$ cat config.mk
export PLATFORM = sky130hd
export DESIGN_NAME = id_ex_pipe_reg_flat
export DESIGN_NICKNAME = d
export VERILOG_FILES = /design/src/rtl/id_ex_pipe_reg_pkg.sv /design/src/rtl/id_ex_pipe_reg_if.sv /design/src/rtl/pipe_field_reg.sv /design/src/rtl/id_ex_pipe_reg.sv /design/src/flat_wrapper.sv
export SDC_FILE = /design/constraint.sdc
export NUM_CORES = 1
export LEC_CHECK = 0
export CORE_ASPECT_RATIO = 1.5
export CORE_MARGIN = 10
export CORE_UTILIZATION = 30
export CTS_CLUSTER_DIAMETER = 30
export DETAILED_ROUTE_END_ITERATION = 7
export HOLD_SLACK_MARGIN = 0.03
export PLACE_DENSITY = 0.67
export SYNTH_ARGS = -nofsm -noshare
export SYNTH_HDL_FRONTEND = slang
export SYNTH_SLANG_ARGS = --single-unit
export TNS_END_PERCENT = 50
$ cat constraint.sdc
create_clock -name clk -period 0.8 [get_ports clk]
set_input_delay 0.16 -clock clk [delete_from_list [all_inputs] [get_ports clk]]
set_output_delay 0.16 -clock clk [all_outputs]
set_load 0.05 [all_outputs]
$ cat src/rtl/id_ex_pipe_reg_pkg.sv
// rtl/id_ex_pipe_reg_pkg.sv - rv32im shared widths and ID/EX control bundle type
package id_ex_pipe_reg_pkg;

  localparam int XLEN        = 32;
  localparam int REG_ADDR_W  = 5;
  localparam int WB_EN_W     = 1;
  localparam int WB_SEL_W    = 2;
  localparam int MEM_RD_W    = 3;
  localparam int MEM_WR_W    = 2;
  localparam int BRANCH_W    = 3;
  localparam int ALUOP_W     = 5;
  localparam int OP1SEL_W    = 1;
  localparam int OP2SEL_W    = 1;
  localparam int BUBBLE_CNT_W = 32;

  typedef struct packed {
    logic [WB_EN_W-1:0]  wb_en;
    logic [WB_SEL_W-1:0] wb_sel;
    logic [MEM_RD_W-1:0] mem_rd;
    logic [MEM_WR_W-1:0] mem_wr;
    logic [BRANCH_W-1:0] branch;
    logic [ALUOP_W-1:0]  aluop;
    logic [OP1SEL_W-1:0] op1sel;
    logic [OP2SEL_W-1:0] op2sel;
  } ctrl_t;

endpackage

$ cat src/rtl/id_ex_pipe_reg_if.sv
// rtl/id_ex_pipe_reg_if.sv - ID/EX boundary signals; master is the ID side, slave the pipe register
interface id_ex_pipe_reg_if;
  import id_ex_pipe_reg_pkg::*;

  logic                  hold;
  logic                  flush;
  logic                  bubble_in;

  logic [WB_EN_W-1:0]    wb_en_in;
  logic [WB_SEL_W-1:0]   wb_sel_in;
  logic [MEM_RD_W-1:0]   mem_rd_in;
  logic [MEM_WR_W-1:0]   mem_wr_in;
  logic [BRANCH_W-1:0]   branch_in;
  logic [ALUOP_W-1:0]    aluop_in;
  logic [OP1SEL_W-1:0]   op1sel_in;
  logic [OP2SEL_W-1:0]   op2sel_in;
  logic [XLEN-1:0]       pc_in;
  logic [XLEN-1:0]       rs1_data_in;
  logic [XLEN-1:0]       rs2_data_in;
  logic [XLEN-1:0]       imm_in;
  logic [REG_ADDR_W-1:0] rd_addr_in;
  logic [REG_ADDR_W-1:0] rs1_addr_in;
  logic [REG_ADDR_W-1:0] rs2_addr_in;

  logic [WB_EN_W-1:0]    wb_en_out;
  logic [WB_SEL_W-1:0]   wb_sel_out;
  logic [MEM_RD_W-1:0]   mem_rd_out;
  logic [MEM_WR_W-1:0]   mem_wr_out;
  logic [BRANCH_W-1:0]   branch_out;
  logic [ALUOP_W-1:0]    aluop_out;
  logic [OP1SEL_W-1:0]   op1sel_out;
  logic [OP2SEL_W-1:0]   op2sel_out;
  logic [XLEN-1:0]       pc_out;
  logic [XLEN-1:0]       rs1_data_out;
  logic [XLEN-1:0]       rs2_data_out;
  logic [XLEN-1:0]       imm_out;
  logic [REG_ADDR_W-1:0] rd_addr_out;
  logic [REG_ADDR_W-1:0] rs1_addr_out;
  logic [REG_ADDR_W-1:0] rs2_addr_out;
  logic                  valid_out;

  modport master (
    output hold, flush, bubble_in,
    output wb_en_in, wb_sel_in, mem_rd_in, mem_wr_in, branch_in, aluop_in, op1sel_in, op2sel_in,
    output pc_in, rs1_data_in, rs2_data_in, imm_in, rd_addr_in, rs1_addr_in, rs2_addr_in,
    input  wb_en_out, wb_sel_out, mem_rd_out, mem_wr_out, branch_out, aluop_out, op1sel_out, op2sel_out,
    input  pc_out, rs1_data_out, rs2_data_out, imm_out, rd_addr_out, rs1_addr_out, rs2_addr_out,
    input  valid_out
  );

  modport slave (
    input  hold, flush, bubble_in,
    input  wb_en_in, wb_sel_in, mem_rd_in, mem_wr_in, branch_in, aluop_in, op1sel_in, op2sel_in,
    input  pc_in, rs1_data_in, rs2_data_in, imm_in, rd_addr_in, rs1_addr_in, rs2_addr_in,
    output wb_en_out, wb_sel_out, mem_rd_out, mem_wr_out, branch_out, aluop_out, op1sel_out, op2sel_out,
    output pc_out, rs1_data_out, rs2_data_out, imm_out, rd_addr_out, rs1_addr_out, rs2_addr_out,
    output valid_out
  );

endinterface

$ cat src/rtl/pipe_field_reg.sv
// rtl/pipe_field_reg.sv - one pipeline field: clear beats hold beats load, async reset to 0
module pipe_field_reg #(
  parameter int WIDTH = 1
) (
  input  logic             clk,
  input  logic             rst_n,
  input  logic [WIDTH-1:0] d,
  input  logic             hold,
  input  logic             clear,
  output logic [WIDTH-1:0] q
);

  always_ff @(posedge clk or negedge rst_n) begin
    if (!rst_n)
      q <= '0;
    else if (clear)
      q <= '0;
    else if (!hold)
      q <= d;
  end

endmodule

$ cat src/rtl/id_ex_pipe_reg.sv
// rtl/id_ex_pipe_reg.sv - ID/EX pipeline register with stall, squash and bubble insertion
// Optional bubble counter output enabled by ID_EX_BUBBLE_CNT_EN.
module id_ex_pipe_reg
  import id_ex_pipe_reg_pkg::*;
(
  input  logic                    clk,
  input  logic                    rst_n,
  id_ex_pipe_reg_if.slave         bus
`ifdef ID_EX_BUBBLE_CNT_EN
  ,
  output logic [BUBBLE_CNT_W-1:0] bubble_cnt
`endif
);

  ctrl_t ctrl_in;
  ctrl_t ctrl_d;

  assign ctrl_in = {bus.wb_en_in, bus.wb_sel_in, bus.mem_rd_in, bus.mem_wr_in,
                    bus.branch_in, bus.aluop_in, bus.op1sel_in, bus.op2sel_in};
  // A bubble keeps its data fields but must never carry live control into EX.
  assign ctrl_d  = bus.bubble_in ? '0 : ctrl_in;

  pipe_field_reg #(.WIDTH(WB_EN_W))  u_wb_en  (.clk, .rst_n, .d(ctrl_d.wb_en),  .hold(bus.hold), .clear(bus.flush), .q(bus.wb_en_out));
  pipe_field_reg #(.WIDTH(WB_SEL_W)) u_wb_sel (.clk, .rst_n, .d(ctrl_d.wb_sel), .hold(bus.hold), .clear(bus.flush), .q(bus.wb_sel_out));
  pipe_field_reg #(.WIDTH(MEM_RD_W)) u_mem_rd (.clk, .rst_n, .d(ctrl_d.mem_rd), .hold(bus.hold), .clear(bus.flush), .q(bus.mem_rd_out));
  pipe_field_reg #(.WIDTH(MEM_WR_W)) u_mem_wr (.clk, .rst_n, .d(ctrl_d.mem_wr), .hold(bus.hold), .clear(bus.flush), .q(bus.mem_wr_out));
  pipe_field_reg #(.WIDTH(BRANCH_W)) u_branch (.clk, .rst_n, .d(ctrl_d.branch), .hold(bus.hold), .clear(bus.flush), .q(bus.branch_out));
  pipe_field_reg #(.WIDTH(ALUOP_W))  u_aluop  (.clk, .rst_n, .d(ctrl_d.aluop),  .hold(bus.hold), .clear(bus.flush), .q(bus.aluop_out));
  pipe_field_reg #(.WIDTH(OP1SEL_W)) u_op1sel (.clk, .rst_n, .d(ctrl_d.op1sel), .hold(bus.hold), .clear(bus.flush), .q(bus.op1sel_out));
  pipe_field_reg #(.WIDTH(OP2SEL_W)) u_op2sel (.clk, .rst_n, .d(ctrl_d.op2sel), .hold(bus.hold), .clear(bus.flush), .q(bus.op2sel_out));

  pipe_field_reg #(.WIDTH(XLEN))       u_pc       (.clk, .rst_n, .d(bus.pc_in),       .hold(bus.hold), .clear(bus.flush), .q(bus.pc_out));
  pipe_field_reg #(.WIDTH(XLEN))       u_rs1_data (.clk, .rst_n, .d(bus.rs1_data_in), .hold(bus.hold), .clear(bus.flush), .q(bus.rs1_data_out));
  pipe_field_reg #(.WIDTH(XLEN))       u_rs2_data (.clk, .rst_n, .d(bus.rs2_data_in), .hold(bus.hold), .clear(bus.flush), .q(bus.rs2_data_out));
  pipe_field_reg #(.WIDTH(XLEN))       u_imm      (.clk, .rst_n, .d(bus.imm_in),      .hold(bus.hold), .clear(bus.flush), .q(bus.imm_out));
  pipe_field_reg #(.WIDTH(REG_ADDR_W)) u_rd_addr  (.clk, .rst_n, .d(bus.rd_addr_in),  .hold(bus.hold), .clear(bus.flush), .q(bus.rd_addr_out));
  pipe_field_reg #(.WIDTH(REG_ADDR_W)) u_rs1_addr (.clk, .rst_n, .d(bus.rs1_addr_in), .hold(bus.hold), .clear(bus.flush), .q(bus.rs1_addr_out));
  pipe_field_reg #(.WIDTH(REG_ADDR_W)) u_rs2_addr (.clk, .rst_n, .d(bus.rs2_addr_in), .hold(bus.hold), .clear(bus.flush), .q(bus.rs2_addr_out));

  pipe_field_reg #(.WIDTH(1)) u_valid (.clk, .rst_n, .d(~bus.bubble_in), .hold(bus.hold), .clear(bus.flush), .q(bus.valid_out));

`ifdef ID_EX_BUBBLE_CNT_EN
  logic [BUBBLE_CNT_W-1:0] cnt_q;
  logic                    bubble_load;

  // Same condition that drives valid_out to 0 at the edge: squash, or an unstalled bubble.
  assign bubble_load = bus.flush | (~bus.hold & bus.bubble_in);

  always_ff @(posedge clk or negedge rst_n) begin
    if (!rst_n)
      cnt_q <= '0;
    else if (bubble_load && (cnt_q != '1))
      cnt_q <= cnt_q + 1'b1;
  end

  assign bubble_cnt = cnt_q;
`endif

endmodule

$ cat src/flat_wrapper.sv
// flat-port wrapper written by rule: the top's interface ports become plain ports
module id_ex_pipe_reg_flat import id_ex_pipe_reg_pkg::*;
  (clk, rst_n, bus_hold, bus_flush, bus_bubble_in, bus_wb_en_in, bus_wb_sel_in, bus_mem_rd_in, bus_mem_wr_in, bus_branch_in, bus_aluop_in, bus_op1sel_in, bus_op2sel_in, bus_pc_in, bus_rs1_data_in, bus_rs2_data_in, bus_imm_in, bus_rd_addr_in, bus_rs1_addr_in, bus_rs2_addr_in, bus_wb_en_out, bus_wb_sel_out, bus_mem_rd_out, bus_mem_wr_out, bus_branch_out, bus_aluop_out, bus_op1sel_out, bus_op2sel_out, bus_pc_out, bus_rs1_data_out, bus_rs2_data_out, bus_imm_out, bus_rd_addr_out, bus_rs1_addr_out, bus_rs2_addr_out, bus_valid_out);
  id_ex_pipe_reg_if bus_i ();
  input  logic clk;
  input  logic rst_n;
  input wire logic [$bits(bus_i.hold)-1:0] bus_hold;
  input wire logic [$bits(bus_i.flush)-1:0] bus_flush;
  input wire logic [$bits(bus_i.bubble_in)-1:0] bus_bubble_in;
  input wire logic [$bits(bus_i.wb_en_in)-1:0] bus_wb_en_in;
  input wire logic [$bits(bus_i.wb_sel_in)-1:0] bus_wb_sel_in;
  input wire logic [$bits(bus_i.mem_rd_in)-1:0] bus_mem_rd_in;
  input wire logic [$bits(bus_i.mem_wr_in)-1:0] bus_mem_wr_in;
  input wire logic [$bits(bus_i.branch_in)-1:0] bus_branch_in;
  input wire logic [$bits(bus_i.aluop_in)-1:0] bus_aluop_in;
  input wire logic [$bits(bus_i.op1sel_in)-1:0] bus_op1sel_in;
  input wire logic [$bits(bus_i.op2sel_in)-1:0] bus_op2sel_in;
  input wire logic [$bits(bus_i.pc_in)-1:0] bus_pc_in;
  input wire logic [$bits(bus_i.rs1_data_in)-1:0] bus_rs1_data_in;
  input wire logic [$bits(bus_i.rs2_data_in)-1:0] bus_rs2_data_in;
  input wire logic [$bits(bus_i.imm_in)-1:0] bus_imm_in;
  input wire logic [$bits(bus_i.rd_addr_in)-1:0] bus_rd_addr_in;
  input wire logic [$bits(bus_i.rs1_addr_in)-1:0] bus_rs1_addr_in;
  input wire logic [$bits(bus_i.rs2_addr_in)-1:0] bus_rs2_addr_in;
  output wire logic [$bits(bus_i.wb_en_out)-1:0] bus_wb_en_out;
  output wire logic [$bits(bus_i.wb_sel_out)-1:0] bus_wb_sel_out;
  output wire logic [$bits(bus_i.mem_rd_out)-1:0] bus_mem_rd_out;
  output wire logic [$bits(bus_i.mem_wr_out)-1:0] bus_mem_wr_out;
  output wire logic [$bits(bus_i.branch_out)-1:0] bus_branch_out;
  output wire logic [$bits(bus_i.aluop_out)-1:0] bus_aluop_out;
  output wire logic [$bits(bus_i.op1sel_out)-1:0] bus_op1sel_out;
  output wire logic [$bits(bus_i.op2sel_out)-1:0] bus_op2sel_out;
  output wire logic [$bits(bus_i.pc_out)-1:0] bus_pc_out;
  output wire logic [$bits(bus_i.rs1_data_out)-1:0] bus_rs1_data_out;
  output wire logic [$bits(bus_i.rs2_data_out)-1:0] bus_rs2_data_out;
  output wire logic [$bits(bus_i.imm_out)-1:0] bus_imm_out;
  output wire logic [$bits(bus_i.rd_addr_out)-1:0] bus_rd_addr_out;
  output wire logic [$bits(bus_i.rs1_addr_out)-1:0] bus_rs1_addr_out;
  output wire logic [$bits(bus_i.rs2_addr_out)-1:0] bus_rs2_addr_out;
  output wire logic [$bits(bus_i.valid_out)-1:0] bus_valid_out;
  assign bus_i.hold = bus_hold;
  assign bus_i.flush = bus_flush;
  assign bus_i.bubble_in = bus_bubble_in;
  assign bus_i.wb_en_in = bus_wb_en_in;
  assign bus_i.wb_sel_in = bus_wb_sel_in;
  assign bus_i.mem_rd_in = bus_mem_rd_in;
  assign bus_i.mem_wr_in = bus_mem_wr_in;
  assign bus_i.branch_in = bus_branch_in;
  assign bus_i.aluop_in = bus_aluop_in;
  assign bus_i.op1sel_in = bus_op1sel_in;
  assign bus_i.op2sel_in = bus_op2sel_in;
  assign bus_i.pc_in = bus_pc_in;
  assign bus_i.rs1_data_in = bus_rs1_data_in;
  assign bus_i.rs2_data_in = bus_rs2_data_in;
  assign bus_i.imm_in = bus_imm_in;
  assign bus_i.rd_addr_in = bus_rd_addr_in;
  assign bus_i.rs1_addr_in = bus_rs1_addr_in;
  assign bus_i.rs2_addr_in = bus_rs2_addr_in;
  assign bus_wb_en_out = bus_i.wb_en_out;
  assign bus_wb_sel_out = bus_i.wb_sel_out;
  assign bus_mem_rd_out = bus_i.mem_rd_out;
  assign bus_mem_wr_out = bus_i.mem_wr_out;
  assign bus_branch_out = bus_i.branch_out;
  assign bus_aluop_out = bus_i.aluop_out;
  assign bus_op1sel_out = bus_i.op1sel_out;
  assign bus_op2sel_out = bus_i.op2sel_out;
  assign bus_pc_out = bus_i.pc_out;
  assign bus_rs1_data_out = bus_i.rs1_data_out;
  assign bus_rs2_data_out = bus_i.rs2_data_out;
  assign bus_imm_out = bus_i.imm_out;
  assign bus_rd_addr_out = bus_i.rd_addr_out;
  assign bus_rs1_addr_out = bus_i.rs1_addr_out;
  assign bus_rs2_addr_out = bus_i.rs2_addr_out;
  assign bus_valid_out = bus_i.valid_out;
  id_ex_pipe_reg u_core (.clk(clk), .rst_n(rst_n), .bus(bus_i));
endmodule
==> results.json, run 1 <==
{
  "status": "finished with violations",
  "violations": "negative setup slack",
  "maxCapViolCount": 0,
  "critical_path_required_ns": 0.64,
  "cp_slowest_cell": "dfrtp_2",
  "intPower_mw": 16.8,
  "r2r_cells": 3,
  "clk_pin_slew_ns": 0.07,
  "skew_ns": 0,
  "worstPathCellList": "buf_12",
  "p_sw_frac": 0.282,
  "io_buffer_count": 327,
  "gr-total-overflow": 0,
  "async_reset_ff_frac": 1.00,
  "grt_start_max_net_pins": 59,
  "clock-root-buffer": "clkbuf_16",
  "clock_latency_ns": 0.42,
  "cp-endpoint": "bus_branch_out[0]",
  "synth-seq-area-share": 0.607,
  "tritoncts": "built",
  "path_delay_family": "flip-flops",
  "h-tree-depth": 4,
  "ys_ff_latch": 162,
  "power_frac_comb": 0.253,
  "cp.depth": 1,
  "drive_gt1_frac": 0.374,
  "synth_cells": 508,
  "wl_met2_um": 11900,
  "finalCritPeriodShare": 1.48,
  "r2r-end": "u_core.u_rd_addr.q[3]",
  "hold_path_startpoint": "bus_flush",
  "gp_congestion": 0.738,
  "layout_commonest_cell": "buf_12",
  "start_util": 0.306,
  "clock-sinks": 162,
  "grt_pass1_vias": 5581,
  "cts_buffer_depth": 2,
  "post-place-ws_ns": -0.830,
  "yosysUniqueCellTypes": 17,
  "cts_buffers": 17,
  "worstMarginPinSlew_ns": 0.469,
  "setup_slack_ns": -0.381,
  "power_density_mw_per_mm2": 1840,
  "cp.arrival_ns": 1.02,
  "critPathLaunch": "u_core.u_branch.q[0]",
  "pin_count": 328,
  "routed_wl_um": 22800,
  "cp_slowest_stage_delay_ns": 0.44,
  "peakVddDrop_mv": 1.32,
  "maxSlewViolCount": 0,
  "p_seq_frac": 0.391,
  "areaGrowthSynthToFinish_pct": 90.4,
  "leakagePower_nw": 5.82,
  "r2r-start": "u_core.u_rd_addr.q[3]",
  "vias": 5232,
  "fmax_ghz": 0.846,
  "wl_per_cell_um": 19.9,
  "drtPass1Iterations": 4,
  "ys.flop_type": "dfrtp_1",
  "wl_met1_um": 8330,
  "antenna_cells": 0,
  "dieArea_sq_mm": 0.0288,
  "finalHoldViolCount": 0,
  "stdcell_area_sq_mm": 0.0127,
  "avgSynthCellArea_sq_um": 13.2,
  "synth_edf_count": 0,
  "rrSetupSlack_ns": -0.10,
  "core_sq_mm": 0.0218,
  "antenna_found_initial": 0,
  "dpl-instance-area_sq_mm": 0.0120,
  "dp_hpwl_um": 17900,
  "cp_max_fo": 2,
  "yosysWarnings": 0,
  "start_kind": "flip-flop",
  "drtAntennaViolNets": 0,
  "cp-end-kind": "output pin",
  "post-route-drc-count": 0,
  "top_layer_used": "met4",
  "grt_first_pass_wirelength_um": 34600,
  "grt_usage": 0.157,
  "synth_area_sq_mm": 0.00668,
  "syn-num-nets": 674,
  "final_nets": 1030,
  "finalCriticalPeriod_ns": 1.18,
  "dieHeight_um": 203,
  "rsz0062_at_grt": "true",
  "rows": 66,
  "p_switching_mw": 6.60,
  "setup_viol": 179,
  "vias_per_cell": 4.55,
  "worstSetupPathType": "reg2out",
  "die_x_um": 142,
  "critPathBufInv": 1,
  "drtIter0Drc": 145,
  "maxSlewHeadroom": 0.687,
  "final_cell_mix": "buf_12 (174), clkdlybuf4s50_1 (161), nor2_1 (143)",
  "clkPwrFrac": 0.355,
  "route.met3.wl_um": 2240,
  "hold_path.class": "in2reg"
}
==> worst min path at each step <==
stage                          end  slack [ns]  cells after the start
3_5_place_dp     u_core.u_pc.q[25]        0.08                      1
5_1_grt         u_core.u_imm.q[21]        0.04                      3
6_report        u_core.u_imm.q[21]        0.07                      3
4_1_cts         u_core.u_imm.q[21]        0.03                      3
3_3_place_gp     u_core.u_pc.q[25]        0.08                      1
2_1_floorplan  u_core.u_aluop.q[0]       -0.14                      0
==> metrics by stage <==
step	hold slack [ns]	cells	power, mW	util	TNS, ns
finish	0.0659	1149	23.4	0.584	-58.17
global placement	0.0771	1099	15.2	0.548	-46.81
CTS	0.0310	1140	23.8	0.580	-63.85
floorplan	-0.136	508	11.8	-	-11.21
global route	0.0430	1149	24.4	0.584	-66.33
detailed placement	0.0768	1099	15.2	0.548	-49.40
==> cell usage after synthesis, types with 2 or more instances <==
cell type  number  area share
a32o_1         17       0.025
buf_12         15       0.045
buf_2           6      0.0045
buf_4           4      0.0045
buf_6           2      0.0034
clkbuf_1        8      0.0045
dfrtp_1       162        0.61
mux2i_1       143        0.21
nor2_1        143       0.080
==> area by class of cell <==
type,count,area [sq um]
Fill cell,1730,9080
Timing Repair Buffer,373,5400
Sequential cell,162,4160
Multi-Input combinational cell,309,2210
Clock buffer,22,464
Tap cell,272,340
Clock inverter,10,134
Inverter,1,11.3
==> power groups by stage <==
| stage | sequential, mW | combinational (mW) | clock, mW |
|---|---|---|---|
| finish | 9.17 | 5.93 | 8.32 |
| global route | 9.22 | 6.23 | 8.91 |
| CTS | 9.17 | 5.97 | 8.61 |
| detailed placement | 9.32 | 5.91 | 0 |
| global placement | 9.30 | 5.86 | 0 |
| floorplan | 10.6 | 1.12 | 0 |
==> flip-flops by register name (all words and copies together), names as in the netlist, 2 cells and up <==
| signal | cells |
|---|---|
| u_core.u_imm.q | 32 |
| u_core.u_pc.q | 32 |
| u_core.u_rs1_data.q | 32 |
| u_core.u_rs2_data.q | 32 |
| u_core.u_aluop.q | 5 |
| u_core.u_rd_addr.q | 5 |
| u_core.u_rs1_addr.q | 5 |
| u_core.u_rs2_addr.q | 5 |
| u_core.u_branch.q | 3 |
| u_core.u_mem_rd.q | 3 |
| u_core.u_mem_wr.q | 2 |
| u_core.u_wb_sel.q | 2 |
==> kinds of logic (layout without fill, tap and decap cells) <==
family          after synthesis  after routing  share of synthesized area
flops                       162            162                      0.607
compound gates               19             19                     0.0285
buf+inv                      37            406                     0.0657
simple gates                147            147                     0.0848
mux                         143            143                      0.214
==> layer usage <==
metal	track usage	vias to the layer above
met5	0	-
met2	0.267	219
met4	0.0483	0
met1	0.166	2567
li1	-	2426
met3	0.0769	20
==> timing repair <==
action                                 CTS  global route
endpoints found under the hold margin  162             0
gates resized for setup                  6             3
hold buffers                             1             0
buffers inserted                         8             9
pin swaps                                3             1
setup endpoints to repair              179           187
Note: power is estimated with default switching activity, not from simulation.
==> inputs of run 2 (changes only) <==
ABC_AREA = 1   (was unset)
PLACE_DENSITY = 0.68   (was 0.67)
==> run 2 against run 1 <==
  * The flow still finishes with violations (negative setup slack)
  * Sequential power down 0.4%
  * Largest cell class unchanged
  * Synthesized cell count up 35%
  * Maximum frequency down 2.7%
  * Setup slack worse by 0.032 ns
  * Area after synthesis down 8.9%
  * Routed wire length up 5.8%
  * Critical path type unchanged
  * First-iteration DRC count up 92%
  * Final cell count up 20%
==> results.json, run 2 <==
{
  "status": "finished with violations",
  "violations": "negative setup slack",
  "rows": 63,
  "grt_first_pass_wirelength_um": 36500,
  "cts_buffers": 17,
  "cp.arrival_ns": 1.05,
  "drtIter0Drc": 279,
  "p_switching_mw": 6.61,
  "synth_cells": 687,
  "critPathBufInv": 1,
  "syn-num-nets": 853,
  "h-tree-depth": 4,
  "synth_area_sq_mm": 0.00609,
  "worstSetupPathType": "reg2out",
  "p_sw_frac": 0.283,
  "clk_pin_slew_ns": 0.06,
  "layout_commonest_cell": "nand2_1",
  "synth_top_area_share": 0.666,
  "cp_slowest_cell": "dfrtp_2",
  "peakVddDrop_mv": 1.25,
  "synth_compound_area_frac": 0,
  "synth_top_family_by_area": "simple AND/OR/NAND/NOR gates",
  "synth.most_common_cell": "nand2_1",
  "grt_usage": 0.180,
  "maxSlewViolCount": 0,
  "critical_path_required_ns": 0.64,
  "clkPwrFrac": 0.359,
  "start_kind": "flip-flop",
  "vias_per_cell": 4.33,
  "core_sq_mm": 0.0199,
  "yosysUniqueCellTypes": 11,
  "drtAntennaViolNets": 0,
  "drive_gt1_frac": 0.290,
  "worstMarginPinSlew_ns": 0.347,
  "finalCriticalPeriod_ns": 1.21,
  "synth-seq-area-share": 0.666,
  "ys_top_cells_by_count": "nand2_1 (468), dfrtp_1 (162), buf_2 (21)",
  "fin_hold_ws_ns": 0.193,
  "top_layer_used": "met4",
  "tritoncts": "built",
  "p_seq_frac": 0.392,
  "path_delay_family": "flip-flops",
  "yosysTopAreaCell": "dfrtp_1",
  "clock-sinks": 162,
  "pin_count": 328,
  "skew_ns": 0,
  "synth.area.top_cells": "dfrtp_1 (67%), nand2_1 (29%), buf_2 (1.7%)",
  "maxSlewHeadroom": 0.768,
  "power_frac_comb": 0.249,
  "finalCritPeriodShare": 1.52,
  "power_density_mw_per_mm2": 1820,
  "finalHoldViolCount": 0,
  "power.total_mw": 23.3,
  "route.met3.wl_um": 2960,
  "hold_path.class": "in2async",
  "rsz0062_at_grt": "true",
  "intPower_mw": 16.7,
  "clock_latency_ns": 0.43,
  "clock-root-buffer": "clkbuf_16",
  "yosysWarnings": 0,
  "io_buffer_count": 327,
  "dieArea_sq_mm": 0.0265,
  "cp_slowest_stage_delay_ns": 0.46,
  "wl_met1_um": 8410,
  "drtPass1Iterations": 5,
  "areaGrowthSynthToFinish_pct": 111,
  "synthMuxAreaShare": 0,
  "gp_congestion": 0.804,
  "start_util": 0.306,
  "multiInputGateArea_sq_mm": 0.00190,
  "worstPathCellList": "buf_12",
  "gr-total-overflow": 0,
  "dp_hpwl_um": 19000,
  "synth_fa_ha_area_frac": 0,
  "async_reset_ff_frac": 1.00,
  "setup_tns_ns": -58.51,
  "synth_xor_area_frac": 0,
  "ys.flop_type": "dfrtp_1",
  "avgSynthCellArea_sq_um": 8.86,
  "setup_slack_ns": -0.414,
  "regArea_sq_mm": 0.00407,
  "post-route-drc-count": 0,
  "final_cell_mix": "nand2_1 (463), buf_12 (178), clkdlybuf4s50_1 (162)",
  "fmax_ghz": 0.824,
  "ys_ff_latch": 162,
  "routed_wl_um": 24200,
  "cp_max_fo": 2,
  "wl_per_cell_um": 17.5,
  "maxCapViolCount": 0,
  "cts_buffer_depth": 2,
  "wl_met2_um": 12200,
  "filler_cell_count": 1491,
  "synth_edf_count": 0,
  "grt_pass1_vias": 6351,
  "vias": 5988,
  "leakagePower_nw": 6.44,
  "cp-end-kind": "output pin",
  "final_nets": 1274,
  "antenna_found_initial": 2,
  "die_x_um": 136,
  "dieHeight_um": 194,
  "setup_viol": 169,
  "synth-simple-area-share": 0.306,
  "grt_start_max_net_pins": 32
}
==> run 2: final timing paths <==
kind / start / endpoint / slack, ns / cells after the start
worst max-delay path: u_core.u_rs1_data.q[0] / bus_rs1_data_out[0] / -0.41 / 1
worst min-delay path: rst_n / u_core.u_mem_rd.q[1] / 0.19 / 2
worst max register to register: u_core.u_imm.q[29] / u_core.u_imm.q[29] / -0.09 / 4
worst min register to register: u_core.u_imm.q[30] / u_core.u_imm.q[30] / 0.52 / 2
max in group asynchronous: rst_n / u_core.u_rs2_data.q[29] / 0.13 / 3
min in group clk: bus_rs2_data_in[25] / u_core.u_rs2_data.q[25] / 0.26 / 3
==> run 2: stage by stage <==
step | worst slack (ns) | instances | area, sq um | util
after floorplan | -0.0366 | 687 | 6110 | -
after global placement | -0.667 | 1293 | 11800 | 0.593
after detailed placement | -0.671 | 1293 | 11800 | 0.593
after CTS | -0.434 | 1346 | 12500 | 0.631
after global routing | -0.445 | 1382 | 12800 | 0.647
final | -0.414 | 1383 | 12800 | 0.647
==> run 2: final cells by class <==
cell class,count,share of cell area
antenna,2,0.000390
clock buffer,23,0.0364
clock inverter,9,0.0101
inverter,2,0.000682
multi-input combinational,488,0.148
sequential,162,0.317
tap,260,0.0253
timing repair buffer,437,0.462
==> run 2: timing repair <==
item | CTS | global route
hold buffers | 1 | 0
pin swaps | 0 | 2
setup buffers | 20 | 35
cloned | 0 | 0
gates resized for setup | 5 | 14
hold endpoints to repair | 162 | 0
setup endpoints to repair | 324 | 199
==> run 2: power groups by stage <==
stage	sequential (mW)	combinational [mW]	clock, mW
global route	9.17	6.13	8.96
global placement	9.26	5.59	0
detailed placement	9.28	5.63	0
finish	9.13	5.82	8.37
floorplan	10.6	0.591	0
CTS	9.13	5.72	8.54
==> run 2: metal layers <==
metal / GRT usage / up-vias
li1: - / 2918
met4: 0.0623 / 0
met5: 0 / -
met1: 0.180 / 2788
met2: 0.305 / 252
met3: 0.0996 / 30
==> run 2: kinds of logic (layout without fill, tap and decap cells) <==
family / Yosys count / count (layout)
buffers and inverters: 37 / 471
flip-flops: 162 / 162
AND/OR/NAND/NOR: 488 / 488
other: 0 / 2
==> inputs of run 3 (changes only) <==
--- a/config.mk
+++ b/config.mk
@@ -13,2 +13,3 @@
 export DETAILED_ROUTE_END_ITERATION = 7
+export GPL_TIMING_DRIVEN = 1
 export HOLD_SLACK_MARGIN = 0.03
==> constraint.sdc (replaced) <==
create_clock -name clk -period 0.8 [get_ports clk]
set_input_delay 0.08 -clock clk [delete_from_list [all_inputs] [get_ports clk]]
set_output_delay 0.08 -clock clk [all_outputs]
set_load 0.05 [all_outputs]
==> run 3 against run 2 <==
  * The flow still finishes with violations (negative setup slack)
  * Sequential power increased by 0.4%
  * Sequential share of layout area increased by 1.1 points
  * First-iteration DRC count decreased by 20%
  * Cell area decreased by 1.3%
  * Global-route usage about the same
  * Critical path depth unchanged
  * Register-to-register slack improved by 0.02 ns
  * Maximum frequency increased by 11%
  * Combinational power decreased by 2%
  * Clock-buffer cell count decreased by 1
  * Power decreased by 1.0%
  * Critical path type unchanged
  * Critical endpoint is now bus_branch_out[2]
==> results.json, run 3 (same netlist as run 2, synthesis figures left out) <==
{
  "maxCapViolCount": 0,
  "grt_first_pass_wirelength_um": 36500,
  "start_util": 0.306,
  "filler_cell_count": 1532,
  "cp_max_fo": 2,
  "peakVddDrop_mv": 1.17,
  "cp_slowest_stage_delay_ns": 0.43,
  "power_frac_comb": 0.247,
  "clk_pin_slew_ns": 0.06,
  "dieArea_sq_mm": 0.0265,
  "rsz0062_at_grt": "true",
  "cp-end-kind": "output pin",
  "grt.busiest_layer": "met2",
  "vias_per_cell": 4.35,
  "p_seq_frac": 0.397,
  "tritoncts": "built",
  "grt_start_max_net_pins": 35,
  "intPower_mw": 16.6,
  "cts_buffer_depth": 2,
  "wl_per_cell_um": 17.3,
  "multiInputGateArea_sq_mm": 0.00187,
  "post-route-drc-count": 0,
  "vias": 5863,
  "cts_buffers": 17,
  "maxSlewViolCount": 0,
  "dp_hpwl_um": 18600,
  "pin_count": 328,
  "stdcell_area_sq_mm": 0.0127,
  "rows": 63,
  "cp_slowest_cell": "dfrtp_2",
  "status": "finished with violations",
  "setup_slack_ns": -0.292,
  "drtIter0Drc": 222,
  "final_cell_mix": "nand2_1 (467), buf_12 (184), clkdlybuf4s50_1 (162)",
  "met1_usage": 0.179,
  "p_sw_frac": 0.281,
  "critPathBufInv": 1,
  "p_switching_mw": 6.50,
  "dieHeight_um": 194,
  "h-tree-depth": 4,
  "core_sq_mm": 0.0199,
  "gp_congestion": 0.808,
  "cp.arrival_ns": 1.01,
  "clock_latency_ns": 0.42,
  "die_x_um": 136,
  "drtPass1Iterations": 4,
  "power_density_mw_per_mm2": 1820,
  "finalHoldViolCount": 0,
  "gr-total-overflow": 0,
  "start_kind": "flip-flop",
  "path_delay_family": "flip-flops",
  "clock-sinks": 162,
  "grt_use_met2": 0.316,
  "worstPathCellList": "buf_12",
  "io_buffer_count": 327,
  "drtAntennaViolNets": 0,
  "setup_viol": 163,
  "finalCritPeriodShare": 1.37,
  "antenna_found_initial": 3,
  "maxSlewHeadroom": 0.770,
  "routed_wl_um": 23300,
  "regArea_sq_mm": 0.00416,
  "skew_ns": 0,
  "clkPwrFrac": 0.356,
  "leakagePower_nw": 6.16,
  "drive_gt1_frac": 0.321,
  "post-place-ws_ns": -0.640,
  "critical_path_required_ns": 0.72,
  "areaGrowthSynthToFinish_pct": 108,
  "worstMarginPinSlew_ns": 0.345,
  "finalCriticalPeriod_ns": 1.09,
  "fmax_ghz": 0.915,
  "clock-root-buffer": "clkbuf_16",
  "dpl-instance-area_sq_mm": 0.0119,
  "grt_usage": 0.179,
  "final_nets": 1237,
  "violations": "negative setup slack",
  "hold_path.class": "in2async",
  "layout_commonest_cell": "nand2_1",
  "grt_pass1_vias": 6317,
  "worstSetupPathType": "reg2out",
  "use_met3": 0.0694
}
-- run 3: metal layers --
metal | vias to the layer above | part of all wire
li1 | 2839 | -
met1 | 2766 | 0.34
met2 | 219 | 0.54
met3 | 39 | 0.081
met4 | 0 | 0.036
met5 | - | 0
-- run 3: final cells by class --
| class | instances | share of cell area |
|---|---|---|
| repair buffers | 400 | 0.451 |
| flip-flops and latches | 162 | 0.328 |
| multi-input cells | 488 | 0.148 |
| clock buffers | 22 | 0.0358 |
| well taps | 260 | 0.0257 |
| clock inverters | 10 | 0.0106 |
| inverters | 2 | 0.000592 |
| diodes | 3 | 0.000592 |
-- run 3: final timing paths --
path | from | to | slack [ns] | cells after the start
max | u_core.u_branch.q[2] | bus_branch_out[2] | -0.29 | 1
min | rst_n | u_core.u_pc.q[19] | 0.13 | 2
max reg2reg | u_core.u_rs2_addr.q[4] | u_core.u_rs2_addr.q[4] | -0.07 | 4
min reg2reg | u_core.u_pc.q[2] | u_core.u_pc.q[2] | 0.51 | 2
max in group asynchronous | rst_n | u_core.u_imm.q[23] | 0.15 | 3
min in group clk | bus_pc_in[5] | u_core.u_pc.q[5] | 0.18 | 3
-- run 3: power groups by stage --
stage	Clock, mW	Combinational (mW)	Sequential (mW)
floorplan	0	0.586	10.6
global placement	0	5.58	9.30
detailed placement	0	5.64	9.32
CTS	8.44	5.72	9.17
global route	8.79	5.99	9.22
finish	8.22	5.69	9.17
-- run 3: repair_timing --
item                       CTS  global route
resized for setup            2             1
setup endpoints to repair  323           168
hold endpoints to repair   162             0
setup buffers               17            10
pin swaps                    1             1
hold buffers                 1             0
-- run 3: stage by stage --
| stage | TNS (ns) | hold WS [ns] | std cells | utilization | power [mW] |
|---|---|---|---|---|---|
| final | -44.82 | 0.133 | 1347 | 0.638 | 23.1 |
| after global routing | -51.81 | 0.136 | 1347 | 0.638 | 24.0 |
| after CTS | -49.23 | 0.119 | 1334 | 0.634 | 23.3 |
| after detailed placement | -94.78 | -0.00667 | 1284 | 0.597 | 15.0 |
| after global placement | -90.08 | -0.00870 | 1284 | 0.597 | 14.9 |
| after floorplan | -2.63 | -0.216 | 687 | - | 11.2 |
